**src/rtl/w5300_bus_sequencer.sv**
```systemverilog
// W5300 bus sequencer: decoded 68008 access -> timed CS/RD/WR, DTACK, buffer controls, plus chip reset/ready sequence.
// Latency: DS seen 2 cycles after dsl; all outputs registered; DTACK held until DS releases, then strobes drop.
module w5300_bus_sequencer #(
  parameter int unsigned SETUP_CYCLES      = 1,
  parameter int unsigned STROBE_CYCLES     = 3,
  parameter int unsigned HOLD_CYCLES       = 1,
  parameter int unsigned RESET_LOW_CYCLES  = 20,
  parameter int unsigned RESET_WAIT_CYCLES = 200000,
  parameter int unsigned CNT_W             = 24
) (
  input  logic clk,
  input  logic reset,
  input  logic dsl,
  input  logic rdwl,
  input  logic cardsel,
  input  logic rstsel,
  output logic dtack_drive,
  output logic dbenl,
  output logic dbdir,
  output logic wizcsl,
  output logic wizrdl,
  output logic wizwrl,
  output logic wizrstl,
  output logic wiz_ready
);

  typedef enum logic [2:0] {
    IDLE, SETUP, STROBE, HOLD, ACK, RST_ACK, RST_LOW, RST_WAIT
  } state_t;

  typedef struct packed {
    logic dtack;
    logic benl;
    logic dir;
    logic csl;
    logic rdl;
    logic wrl;
  } bus_t;

  localparam bus_t BUS_IDLE = '{dtack: 1'b0, benl: 1'b1, dir: 1'b1, csl: 1'b1, rdl: 1'b1, wrl: 1'b1};

  localparam logic [CNT_W-1:0] SETUP_LAST  = CNT_W'(SETUP_CYCLES - 1);
  localparam logic [CNT_W-1:0] STROBE_LAST = CNT_W'(STROBE_CYCLES - 1);
  localparam logic [CNT_W-1:0] HOLD_LAST   = CNT_W'(HOLD_CYCLES - 1);
  localparam logic [CNT_W-1:0] RLOW_LAST   = CNT_W'(RESET_LOW_CYCLES - 1);
  localparam logic [CNT_W-1:0] RWAIT_LAST  = CNT_W'(RESET_WAIT_CYCLES - 1);

  state_t           state_q;
  logic [CNT_W-1:0] cnt_q;
  logic             ds_meta_q;
  logic             ds_q;
  logic             rd_q;
  logic             rstl_q;
  logic             ready_q;
  bus_t             bus_q;
  logic             sel_any;

  assign sel_any = cardsel | rstsel;

  always_ff @(posedge clk) begin
    if (reset) begin
      state_q   <= RST_LOW;
      cnt_q     <= '0;
      ds_meta_q <= 1'b0;
      ds_q      <= 1'b0;
      rd_q      <= 1'b1;
      rstl_q    <= 1'b0;
      ready_q   <= 1'b0;
      bus_q     <= BUS_IDLE;
    end else begin
      ds_meta_q <= ~dsl;
      ds_q      <= ds_meta_q;
      cnt_q     <= cnt_q + CNT_W'(1);
      case (state_q)
        IDLE: begin
          // Reset register takes priority over the data window when both decode.
          if (ds_q && rstsel && !rdwl) begin
            state_q     <= RST_ACK;
            cnt_q       <= '0;
            bus_q.dtack <= 1'b1;
          end else if (ds_q && rstsel) begin
            state_q <= ACK;
            cnt_q   <= '0;
            bus_q   <= '{dtack: 1'b1, benl: 1'b0, dir: 1'b1, csl: 1'b1, rdl: 1'b1, wrl: 1'b1};
          end else if (ds_q && cardsel) begin
            state_q <= SETUP;
            cnt_q   <= '0;
            rd_q    <= rdwl;
            bus_q   <= '{dtack: 1'b0, benl: 1'b0, dir: rdwl, csl: 1'b0, rdl: 1'b1, wrl: 1'b1};
          end
        end
        SETUP: begin
          if (!ds_q) begin
            state_q <= IDLE;
            cnt_q   <= '0;
            bus_q   <= BUS_IDLE;
          end else if (cnt_q == SETUP_LAST) begin
            state_q   <= STROBE;
            cnt_q     <= '0;
            bus_q.rdl <= ~rd_q;
            bus_q.wrl <= rd_q;
          end
        end
        STROBE: begin
          if (!ds_q) begin
            state_q <= IDLE;
            cnt_q   <= '0;
            bus_q   <= BUS_IDLE;
          end else if (cnt_q == STROBE_LAST) begin
            cnt_q <= '0;
            if (rd_q) begin
              state_q     <= ACK;
              bus_q.dtack <= 1'b1;
            end else begin
              state_q   <= HOLD;
              bus_q.wrl <= 1'b1;
            end
          end
        end
        HOLD: begin
          if (!ds_q) begin
            state_q <= IDLE;
            cnt_q   <= '0;
            bus_q   <= BUS_IDLE;
          end else if (cnt_q == HOLD_LAST) begin
            state_q     <= ACK;
            cnt_q       <= '0;
            bus_q.dtack <= 1'b1;
          end
        end
        ACK: begin
          if (!ds_q) begin
            state_q <= IDLE;
            cnt_q   <= '0;
            bus_q   <= BUS_IDLE;
          end
        end
        RST_ACK: begin
          if (!ds_q) begin
            state_q <= RST_LOW;
            cnt_q   <= '0;
            rstl_q  <= 1'b0;
            ready_q <= 1'b0;
            bus_q   <= BUS_IDLE;
          end
        end
        RST_LOW: begin
          // CPU is still acknowledged while the chip is held in reset; no strobes reach it.
          bus_q.dtack <= ds_q & sel_any;
          if (cnt_q == RLOW_LAST) begin
            state_q <= RST_WAIT;
            cnt_q   <= '0;
            rstl_q  <= 1'b1;
          end
        end
        RST_WAIT: begin
          if (cnt_q == RWAIT_LAST) begin
            state_q <= IDLE;
            cnt_q   <= '0;
            ready_q <= 1'b1;
            bus_q   <= BUS_IDLE;
          end else begin
            bus_q.dtack <= ds_q & sel_any;
          end
        end
        default: begin
          state_q <= RST_LOW;
          cnt_q   <= '0;
          rstl_q  <= 1'b0;
          ready_q <= 1'b0;
          bus_q   <= BUS_IDLE;
        end
      endcase
    end
  end

  assign dtack_drive = bus_q.dtack;
  assign dbenl       = bus_q.benl;
  assign dbdir       = bus_q.dir;
  assign wizcsl      = bus_q.csl;
  assign wizrdl      = bus_q.rdl;
  assign wizwrl      = bus_q.wrl;
  assign wizrstl     = rstl_q;
  assign wiz_ready   = ready_q;

endmodule

```
**config.mk**
```make
export PLATFORM = sky130hd
export DESIGN_NAME = w5300_bus_sequencer
export DESIGN_NICKNAME = d
export VERILOG_FILES = /design/src/rtl/w5300_bus_sequencer.sv
export SDC_FILE = /design/constraint.sdc
export NUM_CORES = 1
export LEC_CHECK = 0
export ABC_AREA = 1
export CAP_MARGIN = 20
export CORE_MARGIN = 10
export CORE_UTILIZATION = 40
export CTS_BUF_LIST = sky130_fd_sc_hd__clkbuf_16
export CTS_CLUSTER_SIZE = 8
export DETAILED_ROUTE_END_ITERATION = 8
export PLACE_DENSITY = 0.66
export SETUP_SLACK_MARGIN = 0.1
export SYNTH_ARGS = -nofsm -noshare
export SYNTH_HDL_FRONTEND = slang
export SYNTH_SLANG_ARGS = --single-unit
```
**constraint.sdc**
```tcl
create_clock -name clk -period 1.58 [get_ports clk]
set_input_delay 0.316 -clock clk [delete_from_list [all_inputs] [get_ports clk]]
set_output_delay 0.316 -clock clk [all_outputs]
set_load 0.01 [all_outputs]
```
* After elaboration in Yosys (flattened, before gate mapping)
Index checks and enable logic that the tools add are counted.
** Word-level totals
- Register bits :: 38
- Input bits :: 6
- Output and inout bits :: 8
- Word-level logic and storage cells :: 118
** Operators by class
- $add $sub $neg :: 1
- Equal/unequal tests :: 26
- Muxes and demuxes :: 53
- Bitwise logic cells :: 6
- Reduce and logical (&&, ||, !) cells :: 19
** Operator list (number)
- 24-bit 2-to-1 mux :: 10
- 24-bit one-hot mux with 6 select lines :: 1
- 3-bit 2-to-1 mux :: 14
- 5-bit one-hot mux with 6 select lines :: 1
- 24-bit by 1-bit adder with 24-bit output, second input constant :: 1
- 24-bit by 18-bit equality test with 1-bit output, second input constant :: 1
- 24-bit by 2-bit equality test with 1-bit output, second input constant :: 1
- 24-bit by 5-bit equality test with 1-bit output, second input constant :: 1
- 24-bit logical NOT :: 1
- 3-bit one-hot mux with 8 select lines :: 1
- 8-bit AND reduction :: 3
- 6-bit 2-to-1 mux :: 3
- 2-bit != test, second input constant :: 9
- 3-bit != test, second input constant :: 6
- 5-bit 2-to-1 mux :: 3
- 1-bit 2-to-1 mux :: 13
- 3-bit equality test, second input constant :: 4
- 9-bit AND reduction :: 1
- 4-bit 2-to-1 mux :: 2
- 1-bit one-hot mux with 7 select lines :: 1
- 3-bit by 2-bit equality test with 1-bit output, second input constant :: 2
- 3-bit AND reduction :: 2
- 6-bit AND reduction :: 1
- 6-bit nonzero test :: 1
- 13 further kinds :: 22

* Longest topological paths before layout
- Depth after elaboration :: 5
- Gate-level depth with buffers :: 12
- Gate-level depth less buffers :: 11

* Worst setup path before layout
Ideal clock, no wire load.
- Path type :: reg2reg
- Start point :: register cnt_q[0]
- End point :: register cnt_q[18]
- Setup time :: 0.114 ns
- Arrival :: 1.500 ns
- Required time :: 1.466 ns
- Slack :: -0.034 ns
- Stages on the path, launching flop included :: 12
- Path buffers :: 1
- Period minus slack after synthesis :: 1.614 ns
- Path through :: dfxtp_1 ha_1 nand3_1 nor2_1 nand3_1 nand2_2 nand2_1 nor2_4 nand2_2 nand2_2 buf_6 nor2_1
** Between the ends
- Cells in the longest elaborated chain, start to end :: 5
- Elaborated cells on any way between the ends :: 16
- Those cells by class :: 1 x add/sub; 3 x eq/ne; 11 x mux; 1 x reduce/logical
** Ends and longest elaborated chain
- from (decl) :: RTL line 49 : logic [CNT_W-1:0] cnt_q;
- from (signal assigned) :: RTL line 73 : cnt_q <= cnt_q + CNT_W'(1);
- 24-bit by 1-bit adder with 24-bit output :: RTL line 73
- 24-bit 2-to-1 mux :: RTL line 85 : end else if (ds_q && cardsel) begin
- 24-bit 2-to-1 mux :: RTL line 81 : end else if (ds_q && rstsel) begin
- 24-bit 2-to-1 mux :: RTL line 77 : if (ds_q && rstsel && !rdwl) begin
- 24-bit one-hot mux with 6 select lines (*) :: RTL line 74 : case (state_q)
Every way passes the cells marked *; elsewhere a longest branch is shown, timed or not.
A chain may end at the register's enable or synchronous reset.

* Final worst setup path
- Start point :: register cnt_q[6]
- End point :: register cnt_q[6]
Same word-level chain as after synthesis.

==> metrics.md <==
| Metric | Value |
|---|---|
| Mean area per synthesized cell | `6.473 um^2` |
| Vias per cell | `5.039` |
| Flop pwr share | `28.2%` |
| Failing checks | `negative setup slack` |
| Placed Area | `2821 um^2` |
| Synth Flop Type | `dfxtp_1` |
| Core area | `5172 um^2` |
| Ys Warns | `0` |
| # H-tree levels | `2` |
| First-pass DRT Iterations | `4` |
| Gr usage total | `14.28%` |
| Startpoint types | `register` |
| CTS Buf Count | `5` |
| Slowest CP cell | `dfxtp_2` |
| Layout cell share with drive strength beyond 1 | `46.41%` |
| CTS root buf | `clkbuf_16` |
| Clock tree buffer depth | `2` |
| RSZ-0062 raised after global routing | `true` |
| Setup Viol. Count Final | `21` |
| Leakage | `1.529 nW` |
| Comb power frac | `48.9%` |
| Status | `complete, but fails checks` |
| Initial antenna violation count | `0` |
| Internal | `2.654 mW` |
| Area growth, synth to finish | `58.57%` |
| R2R setup slack | `-0.03 ns` |
| Row Count | `26` |
| PD cells | `1272 nW/um^2` |
| Post-synth top area share | `35.08%` |
| Cell taking the most area after synthesis | `dfxtp_1` |
| Routability congestion estimate | `0.9410` |
| Endpoint class of the critical path | `register` |
| Worst-path cell chain | `nor2_4 -> nand3_2 -> nor2_2 -> nand3_2 -> nand2_2 -> inv_2 -> nor2_4 -> nand2_2 -> nand2_4 -> buf_12 -> nor2_1` |
| Crit path kind | `register to register` |
| Routed Antenna Nets | `0` |
| Register area share after synthesis | `35.08%` |
| Top-count cell post-synth | `nand2_1` |
| Die width | `93.63 um` |
| Maximum vdd ir drop | `0.0008046 V` |
| Register Area | `798.3 um^2` |
| Fmax | `0.6220 GHz` |
| Finished Cell Area | `3438 um^2` |
| Die area | `8766 um^2` |
| Asr flop ratio synth | `0%` |
| Drt wl/cell | `13.94 um` |
| Hold Path Class | `register to register` |
| First-pass GRT wire length | `10.25 mm` |
| Commonest cells post-synth | `nand2_1, nor2_1, dfxtp_1` |
| Syn nets | `344` |
| Mapped Area | `2168 um^2` |
| Total power | `4.372 mW` |
| Seq cells post-synth | `38` |
| Max Clock Skew | `0.003555 ns` |
| # fillers | `410` |
| Clk slew on worst S/H paths | `0.06 ns` |
| DR vias | `2459` |
| N_diodes | `0` |
| Crit path largest cell delay | `0.33 ns` |
| Yosys cell types | `32` |
| Min Tclk post-route | `1.608 ns` |
| Vias in the first global route | `2313` |
| Final setup margin | `-0.02768 ns` |
| Worst-skew pair later-pin latency | `0.29 ns` |
| Worst-Margin Slew | `0.3170 ns` |
| Worst Path Max Fanout | `12` |
| DRT iter0 DRCs | `207` |
| I/O Buffers | `13` |
| TritonCTS clock tree | `yes` |
| Clk sink count | `38` |
| DRT Wirelength | `6.803 mm` |
| Die Y | `93.63 um` |
| Critical Path AT | `1.78 ns` |
| Relative slew slack | `78.70%` |
| Drt drc | `0` |
| Final Cycle Share | `101.8%` |
| Starting Density | `41.92%` |
| CP required | `1.76 ns` |
| Overflow after GRT | `0` |
| Switch share | `39.30%` |
| Slew Viols, Final | `0` |
| Most area-consuming cells after synthesis | `dfxtp_1, nand2_1, nor2_1, nand3_1, inv_1` |
| DP Wirelength | `4.372 mm` |
| IO Count | `14` |
| Hold_buf cts | `0` |
| Final hold violation count | `0` |
| Final nets | `426` |
| Multi-input combinational cell area | `1577 um^2` |
| Max cap viols | `0` |
| Power share of the clock group | `22.9%` |
| Mapped Cells | `335` |
| Net Sw Power | `1.718 mW` |
| Post-synth EDFFs | `0` |
| Largest net degree at the start of global routing | `13` |
==> cell type report <==
cell class	count	share of cell area, %
repair buffers	83	20.27
multi-input cells	253	45.85
inverters	36	4.003
clock inverters	3	0.4731
well taps	70	2.547
clock buffers	5	3.639
flip-flops and latches	38	23.22
==> cell families (layout without fill, tap and decap cells) <==
| family | after synthesis | in the layout | share of synthesized area [%] |
|---|---|---|---|
| adders and majority gates | 3 | 3 | 1.731 |
| AOI/OAI and AO/OA | 23 | 23 | 6.290 |
| buffers and inverters | 44 | 127 | 8.656 |
| xor gates and xnor gates | 14 | 14 | 5.655 |
| DFF | 38 | 38 | 35.08 |
| and+or+nand+nor | 213 | 213 | 42.59 |
==> power by group through the flow <==
| stage | Combinational (mW) | Clock, mW | Sequential [mW] |
|---|---|---|---|
| floorplan | 1.00 | 0 | 1.17 |
| global placement | 1.60 | 0 | 1.19 |
| detailed placement | 1.61 | 0 | 1.19 |
| CTS | 1.73 | 1.01 | 1.18 |
| global route | 2.34 | 1.05 | 1.25 |
| finish | 2.14 | 1.00 | 1.23 |
==> flip-flops by register name, summed over array words and instances, names as in the netlist <==
name,count
dbenl,1
rd_q,1
wizwrl,1
state_q,3
wizrstl,1
ds_meta_q,1
dtack_drive,1
cnt_q,24
wiz_ready,1
wizcsl,1
wizrdl,1
ds_q,1
dbdir,1
==> stage by stage <==
stage	setup slack (ns)	setup TNS, ns	utilization [%]	hold slack (ns)	std cells
floorplan	0.05193	0	-	0.3883	335
global placement	-0.1258	-3.146	54.55	0.3902	468
detailed placement	-0.1481	-3.830	54.55	0.3983	468
CTS	-0.003829	-0.003829	59.51	0.4069	481
global route	-0.1356	-3.033	66.47	0.4173	488
finish	-0.02768	-0.3815	66.47	0.3969	488
==> final timing paths <==
path	start	endpoint	cells after the start
worst max-delay path	cnt_q[6]$_SDFF_PP0_	cnt_q[6]$_SDFF_PP0_	11
worst min-delay path	ds_meta_q$_SDFF_PP0_	ds_q$_SDFF_PP0_	2
worst max register to register	cnt_q[6]$_SDFF_PP0_	cnt_q[6]$_SDFF_PP0_	11
worst min register to register	ds_meta_q$_SDFF_PP0_	ds_q$_SDFF_PP0_	2
==> per-layer routing <==
metal | up-vias | wire [um] | GRT usage, %
met5 | - | 0 | 0
met4 | 0 | 155 | 5.823
met3 | 17 | 232 | 2.158
met2 | 58 | 3326 | 22.56
met1 | 1150 | 3089 | 18.93
li1 | 1234 | - | -
==> worst max-delay path, delay by kind of cell (launching register included) <==
kind          cells  cell delay, ns
simple gates      9            0.97
flops             1            0.33
buf+inv           2            0.18
==> cell usage in the layout (no fill, tap or decap), drive strengths merged, types with 8 or more instances in the layout <==
cell / Yosys / layout
nand2: 80 / 80
nor3: 8 / 8
inv: 35 / 35
nand4: 8 / 8
dfxtp: 38 / 38
nor2: 83 / 83
xor2: 9 / 9
nand3: 29 / 29
buf: 6 / 70
==> what timing repair did <==
item | 4_1_cts | 5_1_grt
endpoints found under the setup margin | 37 | 40
pin swaps | 10 | 35
setup buffers | 5 | 7
gates resized for setup | 31 | 100
(Power assumes the default switching activity.)
